--- src/rtl/serving_ram_sched.sv ---
// serving_ram_sched: arbitrates the ibus/dbus 32-bit Wishbone requesters onto a byte-wide SRAM,
// splitting each word access into four little-endian byte accesses. `SERVING_RAM_RR_EN enables round-robin.
module serving_ram_sched #(
  parameter int unsigned depth = 256,
  parameter int unsigned aw    = $clog2(depth)
) (
  input  logic          i_clk,
  input  logic          i_rst,
  input  logic [aw-1:0] i_ibus_adr,
  input  logic          i_ibus_cyc,
  output logic [31:0]   o_ibus_rdt,
  output logic          o_ibus_ack,
  input  logic [aw-1:0] i_dbus_adr,
  input  logic [31:0]   i_dbus_dat,
  input  logic [3:0]    i_dbus_sel,
  input  logic          i_dbus_we,
  input  logic          i_dbus_cyc,
  output logic [31:0]   o_dbus_rdt,
  output logic          o_dbus_ack,
  output logic [aw-1:0] o_waddr,
  output logic [7:0]    o_wdata,
  output logic          o_wen,
  output logic [aw-1:0] o_raddr,
  input  logic [7:0]    i_rdata
);

  typedef enum logic [1:0] {S_IDLE, S_RUN, S_LAST, S_ACK} state_e;

  state_e        state_q, state_d;
  logic [1:0]    cnt_q, cnt_d;
  logic [aw-3:0] adr_q, adr_d;
  logic [31:0]   dat_q, dat_d;
  logic [3:0]    sel_q, sel_d;
  logic          we_q, we_d;
  logic          gnt_dbus_q, gnt_dbus_d;
  logic [31:0]   rdt_q, rdt_d;
  logic          ibus_ack_q, ibus_ack_d;
  logic          dbus_ack_q, dbus_ack_d;
  logic          pick_dbus;
  logic [1:0]    cap_idx;
  logic          unused_adr_lsb;

  assign unused_adr_lsb = ^{i_ibus_adr[1:0], i_dbus_adr[1:0]};

`ifdef SERVING_RAM_RR_EN
  logic last_dbus_q, last_dbus_d;

  // On contention the bus that did not win the previous grant goes first
  always_comb begin
    if (i_ibus_cyc && i_dbus_cyc) pick_dbus = ~last_dbus_q;
    else                          pick_dbus = i_dbus_cyc;
    last_dbus_d = last_dbus_q;
    if (state_q == S_IDLE && (i_ibus_cyc || i_dbus_cyc)) last_dbus_d = pick_dbus;
  end

  always_ff @(posedge i_clk or posedge i_rst) begin
    if (i_rst) last_dbus_q <= 1'b0;
    else       last_dbus_q <= last_dbus_d;
  end
`else
  assign pick_dbus = i_dbus_cyc;
`endif

  // Read data from address cnt-1 arrives while cnt is on the bus
  assign cap_idx = cnt_q - 2'd1;

  always_comb begin
    state_d    = state_q;
    cnt_d      = cnt_q;
    adr_d      = adr_q;
    dat_d      = dat_q;
    sel_d      = sel_q;
    we_d       = we_q;
    gnt_dbus_d = gnt_dbus_q;
    rdt_d      = rdt_q;
    ibus_ack_d = 1'b0;
    dbus_ack_d = 1'b0;
    case (state_q)
      S_IDLE: begin
        if (i_ibus_cyc || i_dbus_cyc) begin
          state_d    = S_RUN;
          cnt_d      = 2'd0;
          gnt_dbus_d = pick_dbus;
          if (pick_dbus) begin
            adr_d = i_dbus_adr[aw-1:2];
            dat_d = i_dbus_dat;
            sel_d = i_dbus_sel;
            we_d  = i_dbus_we;
          end else begin
            adr_d = i_ibus_adr[aw-1:2];
            dat_d = '0;
            sel_d = '0;
            we_d  = 1'b0;
          end
        end
      end
      S_RUN: begin
        if (!we_q && cnt_q != 2'd0) rdt_d[{cap_idx, 3'b000} +: 8] = i_rdata;
        cnt_d = cnt_q + 2'd1;
        if (cnt_q == 2'd3) begin
          if (we_q) begin
            state_d    = S_ACK;
            ibus_ack_d = ~gnt_dbus_q;
            dbus_ack_d = gnt_dbus_q;
          end else begin
            state_d = S_LAST;
          end
        end
      end
      S_LAST: begin
        rdt_d[31:24] = i_rdata;
        state_d      = S_ACK;
        ibus_ack_d   = ~gnt_dbus_q;
        dbus_ack_d   = gnt_dbus_q;
      end
      S_ACK:   state_d = S_IDLE;
      default: state_d = S_IDLE;
    endcase
  end

  always_ff @(posedge i_clk or posedge i_rst) begin
    if (i_rst) begin
      state_q    <= S_IDLE;
      cnt_q      <= 2'd0;
      adr_q      <= '0;
      dat_q      <= '0;
      sel_q      <= '0;
      we_q       <= 1'b0;
      gnt_dbus_q <= 1'b0;
      rdt_q      <= '0;
      ibus_ack_q <= 1'b0;
      dbus_ack_q <= 1'b0;
    end else begin
      state_q    <= state_d;
      cnt_q      <= cnt_d;
      adr_q      <= adr_d;
      dat_q      <= dat_d;
      sel_q      <= sel_d;
      we_q       <= we_d;
      gnt_dbus_q <= gnt_dbus_d;
      rdt_q      <= rdt_d;
      ibus_ack_q <= ibus_ack_d;
      dbus_ack_q <= dbus_ack_d;
    end
  end

  // SRAM side is a pure decode of the current byte slot; quiet outside RUN
  always_comb begin
    o_raddr = '0;
    o_waddr = '0;
    o_wdata = '0;
    o_wen   = 1'b0;
    if (state_q == S_RUN) begin
      if (we_q) begin
        o_waddr = {adr_q, cnt_q};
        o_wdata = dat_q[{cnt_q, 3'b000} +: 8];
        o_wen   = sel_q[cnt_q];
      end else begin
        o_raddr = {adr_q, cnt_q};
      end
    end
  end

  assign o_ibus_rdt = rdt_q;
  assign o_dbus_rdt = rdt_q;
  assign o_ibus_ack = ibus_ack_q;
  assign o_dbus_ack = dbus_ack_q;

endmodule

--- config.mk ---
export PLATFORM = sky130hd
export DESIGN_NAME = serving_ram_sched
export DESIGN_NICKNAME = d
export VERILOG_FILES = /design/src/rtl/serving_ram_sched.sv
export SDC_FILE = /design/constraint.sdc
export NUM_CORES = 1
export LEC_CHECK = 0
export BUFFER_PORTS_ARGS = -buffer_cell sky130_fd_sc_hd__buf_4
export CORE_ASPECT_RATIO = 0.75
export CORE_MARGIN = 3
export CORE_UTILIZATION = 40
export CTS_CLUSTER_DIAMETER = 80
export CTS_CLUSTER_SIZE = 8
export DETAILED_ROUTE_END_ITERATION = 6
export HOLD_SLACK_MARGIN = 0.12
export PLACE_DENSITY = 0.71
export SLEW_MARGIN = 0
export SYNTH_ARGS = -nofsm -noshare
export SYNTH_HDL_FRONTEND = slang
export SYNTH_SLANG_ARGS = --single-unit
--- constraint.sdc ---
create_clock -name i_clk -period 2.9 [get_ports i_clk]
set_input_delay 0.29 -clock i_clk [delete_from_list [all_inputs] [get_ports i_clk]]
set_output_delay 0.29 -clock i_clk [all_outputs]
set_load 0.01 [all_outputs]
* After elaboration in Yosys (flattened, before gate mapping) *
Index checks and enable logic that the tools add are counted.

word-level totals
  register bits after elaboration = 82
  bits in latches = 0
  bits in writable memories = 0
  ROM bits = 0
  bits of input ports = 65
  output and inout bits = 91
  logic and storage cells = 67
  memories = 0

cells by class
  add/sub/neg operators = 3
  multiply operators = 0
  div/mod/pow operators = 0
  order comparisons = 1
  eq/ne operators = 7
  shift-type cells = 3
  mux-type cells = 29
  bitwise logic cells = 1
  reductions and logical operators = 12

operators by type and width
  kind                    count
  $mux 32                 2
  $mux 8                  6
  $bwmux 32               1
  $shift 8x7->32 const A  1
  $shiftx 32x6->8         1
  $shiftx 8x7->32         1
  $pmux 8 s2              1
  $reduce_and 2->1        5
  $mux 1                  9
  $pmux 2 s4              1
  $neg 5->7               1
  $eq 2x2->1 const B      3
  $mux 2                  3
  $mux 6                  1
  $ne 2x2->1 const B      3
  $reduce_bool 2->1       3
  $mux 4                  1
  $pmux 1 s2              2
  $pmux 2 s2              1
  $lt 2x3->1 const B      1
  $add 2x1->2 const B     1
  $bmux 1 s2              1
  $eq 2x1->1 const B      1
  $logic_not 2->1         1
  other kinds (5)         5

* Depth between registers and ports, before layout *
  depth after elaboration = 6
  mapped depth = 7
  mapped depth without buffers = 5

* Least setup slack after synthesis *
Ideal clock, no wire load.

  kind = flip-flop to flip-flop
  from = register cnt_q[1]
  to = register rdt_q[16] (netlist: o_dbus_rdt[16])
  library setup time = 67 ps
  data arrival time = 1742 ps
  data required time = 2833 ps
  slack = 1092 ps
  stages on the path, launching flop included = 8
  buffers on the path = 2
  period minus slack after synthesis = 1808 ps
  cell sequence = dfrtp_1 -> buf_4 -> inv_1 -> ha_1 -> nand4bb_1 -> buf_2 -> nor4_4 -> a22o_1

between the ends
  cells in the longest elaborated chain, start to end = 4
  elaborated cells between the ends (all ways) = 8
  those cells by class = 2 x add/sub; 2 x shift; 1 x mux; 3 x reduce/logical

ends and longest elaborated chain
  element                                            RTL line  RTL
  start, declared                                    30        logic [1:0] cnt_q, cnt_d;
  start signal, assigned                             135       cnt_q <= cnt_d;
  $sub 2x1->2                                        65        assign cap_idx = cnt_q - 2'd1;
  $neg 5->7                                          98        if (!we_q && cnt_q != 2'd0) rdt_d[{cap_idx, 3'b000} +: 8] = i_rdata;
  $shiftx 8x7->32 or $shift 8x7->32 (tied branches)  98
  $bwmux 32                                          98
  end signal, assigned                               141       rdt_q <= rdt_d;
  end, declared                                      36        logic [31:0] rdt_q, rdt_d;

Several ways; a longest one is shown, not always the timed one.
A chain may end at the register's enable or synchronous reset.

* Worst setup path after layout *
  from = register state_q[1]
  to = output port o_wdata[2]

between the ends
  cells in the longest elaborated chain, start to end = 2

ends and longest elaborated chain
  element                 RTL line  RTL
  start, declared         29        state_e state_q, state_d;
  start signal, assigned  134       state_q <= state_d;
  $eq 2x1->1              153       if (state_q == S_RUN) begin
  $mux 8                  153
  end, declared           21        output logic [7:0] o_wdata,

No other way between the ends.

==> out/qor.yml <==
run_status:
  outcome: "finished clean"
clock_network:
  cts-root-buf: "clkbuf_16"
  clock_latency_ps: 330
  clk_path_buf_depth: 2
  cts_sinks: 82
  cts-buffers-inserted: 9
  clk_pin_slew_ps: 60
  cts-htree-levels: 3
  post_cts_buffers: 0
  cts_tree: "yes"
timing:
  hold_viol: 0
  fmax_mhz: 437
  worst_pin_slew_ps: 1140
  finalCriticalPeriod_ps: 2290
  finalMaxSlewViolations: 0
  period_share: 0.789
  clock-skew-final_ps: 7.41
  setup_viol: 0
  rsz0062_at_grt: "no"
  maxSlewHeadroom: 0.235
  setup_ws_ps: 611
  tns_ps: 0
cells_and_area:
  nets: 601
  antennaDiodeCount: 0
  area_delta_synth_final_pct: 31.8
  drive_above_1_share: 0.352
routing:
  drc: 0
  wire_per_inst_um: 15.3
  vias: 3292
  via_per_inst: 4.97
  ant_nets: 0
  drt-pass1-iter-count: 6
  routed_wirelength_um: 10200
  drtIter0Drc: 175
critical_path:
  critPathRequiredTime_ps: 2610
  ff2ff_setup_slack_ps: 690
  end_kind: "primary output"
  cp.arrival_ps: 2000
  r2r_cells: 5
  start_kind: "flip-flop"
  cp_max_fo: 12
  critical_path_class: "reg2out"
  r2r_start: "cnt_q[1]$_DFFE_PP0P_"
  r2r_end: "o_dbus_rdt[23]$_DFFE_PP0P_"
synth:
  synth_area_um2: 4100
  synth.area.top_cells: "dfrtp_1, nand2_1, buf_4, mux4_2, nand3_1"
  syn_inst: 415
  ys_seq_area_frac: 0.500
  synth_seq_cells: 82
  synth_warnings: 0
  synth_cell_type_count: 33
  yosys.area.top_type_share: 0.500
  yosys.area.top_type: "dfrtp_1"
  avgSynthCellArea_um2: 9.88
  syn-num-nets: 490
floorplanning:
  dieArea_um2: 11500
  die_w_um: 123
  coreArea_um2: 9810
  ios: 156
  rows: 31
  initial_core_util: 0.418
  die_y_um: 93.7
placement:
  post-place-ws_ps: 680
  gp_congestion: 0.824
  dp_hpwl_um: 7450
  io_buffers: 151
pwr:
  switchingPower_mw: 2.06
  power.leakage_nw: 2.80
  ir_drop_uv: 378
  pwr-share-clk: 0.202
  p_per_area_nw_per_um2: 1050
  p_sw_frac: 0.364
  p_int_mw: 3.61
  pwr-share-comb: 0.441
  power_frac_seq: 0.357
min_path:
  hold_path_class: "in2reg"
  holdPathStages: 3
  whs_endpoint: "dat_q[11]$_DFFE_PP0P_"
  min_from: "i_dbus_dat[11]"
grt:
  grt_pass1_vias: 3132
  grt_first_pass_wirelength_um: 15700
  grt_start_max_net_pins: 83
  grt_util_all_layers: 0.178
  gr-total-overflow: 0
  antenna_found_initial: 0
flow_run:
  max_cap_violations: 0
[sequential cells by signal, indices dropped and copies added, names as in the netlist, 2 cells and up]
signal	cells
cnt_q	2
state_q	2
dat_q	32
o_dbus_rdt	32
sel_q	4
adr_q	6
[power groups by stage]
| stage | Sequential [mW] | Combinational (mW) | Clock [mW] |
|---|---|---|---|
| final | 2.03 | 2.50 | 1.15 |
| after global routing | 2.10 | 2.79 | 1.23 |
| after CTS | 2.03 | 2.54 | 1.17 |
| after floorplan | 2.02 | 1.70 | 0 |
| after global placement | 2.01 | 2.48 | 0 |
| after detailed placement | 2.05 | 2.53 | 0 |
[timing repair]
item	CTS	global route
gates resized for setup	0	0
hold buffers	1	0
endpoints found under the hold margin	82	0
[worst max path at each step]
stage,start,to,slack (ps),cells past startpoint
after floorplan,i_rst,adr_q[0]$_DFFE_PP0P_,500,1
after global placement,cnt_q[1]$_DFFE_PP0P_,o_dbus_rdt[16]$_DFFE_PP0P_,790,5
after detailed placement,cnt_q[1]$_DFFE_PP0P_,o_dbus_rdt[23]$_DFFE_PP0P_,680,5
after CTS,state_q[1]$_DFFE_PP0P_,o_wdata[2],580,5
after global routing,state_q[1]$_DFFE_PP0P_,o_wdata[6],440,5
final,state_q[1]$_DFFE_PP0P_,o_wdata[2],610,5
[per-stage QoR]
stage / hold WS [ps] / util / area (µm²) / instances / power (mW)
after global routing: 180 / 0.551 / 5400 / 663 / 6.11
after floorplan: 417 / - / 4100 / 415 / 3.72
after CTS: 175 / 0.551 / 5400 / 663 / 5.75
after global placement: 418 / 0.519 / 5090 / 646 / 4.50
after detailed placement: 426 / 0.519 / 5090 / 646 / 4.59
final: 186 / 0.551 / 5400 / 663 / 5.68
[synth_stat cells, drive strengths merged]
cell type / instances
nand2: 117
dfrtp: 82
buf: 49
nand3: 37
o21ai: 26
a22o: 16
ha: 10
nor2b: 10
mux4: 9
and2: 8
and3: 8
clkbuf: 8
inv: 6
mux2i: 6
nor2: 4
nand4bb: 3
nor3b: 3
a21o: 2
a32o: 2
nor4b: 2
a31oi: 1
and2b: 1
and3b: 1
mux2: 1
nor4: 1
or3b: 1
or4: 1
[critical path, stage by stage, from the launching register on]
cell and delay, ps:
dfrtp_1 400, inv_1 110, ha_1 340, nand2_1 360, nor2b_1 290, buf_4 160
[cells by family (layout without fill, tap and decap cells)]
family | count (synthesis) | after routing | synth area share
and+or+nand+nor | 197 | 197 | 0.229
adders and majority gates | 10 | 10 | 0.0305
muxes | 16 | 16 | 0.0668
AOI/OAI and AO/OA | 47 | 47 | 0.0763
DFF | 82 | 82 | 0.500
buffers and inverters | 63 | 179 | 0.0964
[routing by layer]
layer / up-vias / wire length (µm) / GRT usage
met5: - / 0 / 0
met4: 0 / 141 / 0.0587
met3: 11 / 807 / 0.0554
met2: 120 / 4800 / 0.291
met1: 1577 / 4420 / 0.225
li1: 1584 / - / -
[cell usage in the layout (no fill, tap or decap), types with 4 or more instances in the layout]
cell type  Yosys  final
dfrtp_1       82     82
mux4_2         9      9
nand2_1      117    117
nand3_1       37     37
nor2_1         4      4
clkbuf_16      0      9
and3_1         8      8
and2_1         8      8
ha_1          10     10
clkinv_2       0      4
o21ai_0       23     23
mux2i_1        6      6
inv_1          6      5
buf_4         35    155
nor2b_1       10     10
a22o_1        16     16
[final cells by class]
| cell class | instances | area, µm² |
|---|---|---|
| clock buffer | 11 | 253 |
| clock inverter | 5 | 52.6 |
| fill | 883 | 4410 |
| inverter | 6 | 23.8 |
| multi-input combinational | 270 | 1660 |
| sequential | 82 | 2050 |
| tap | 132 | 165 |
| timing repair buffer | 157 | 1190 |
Power figures use the tool's default switching activity.
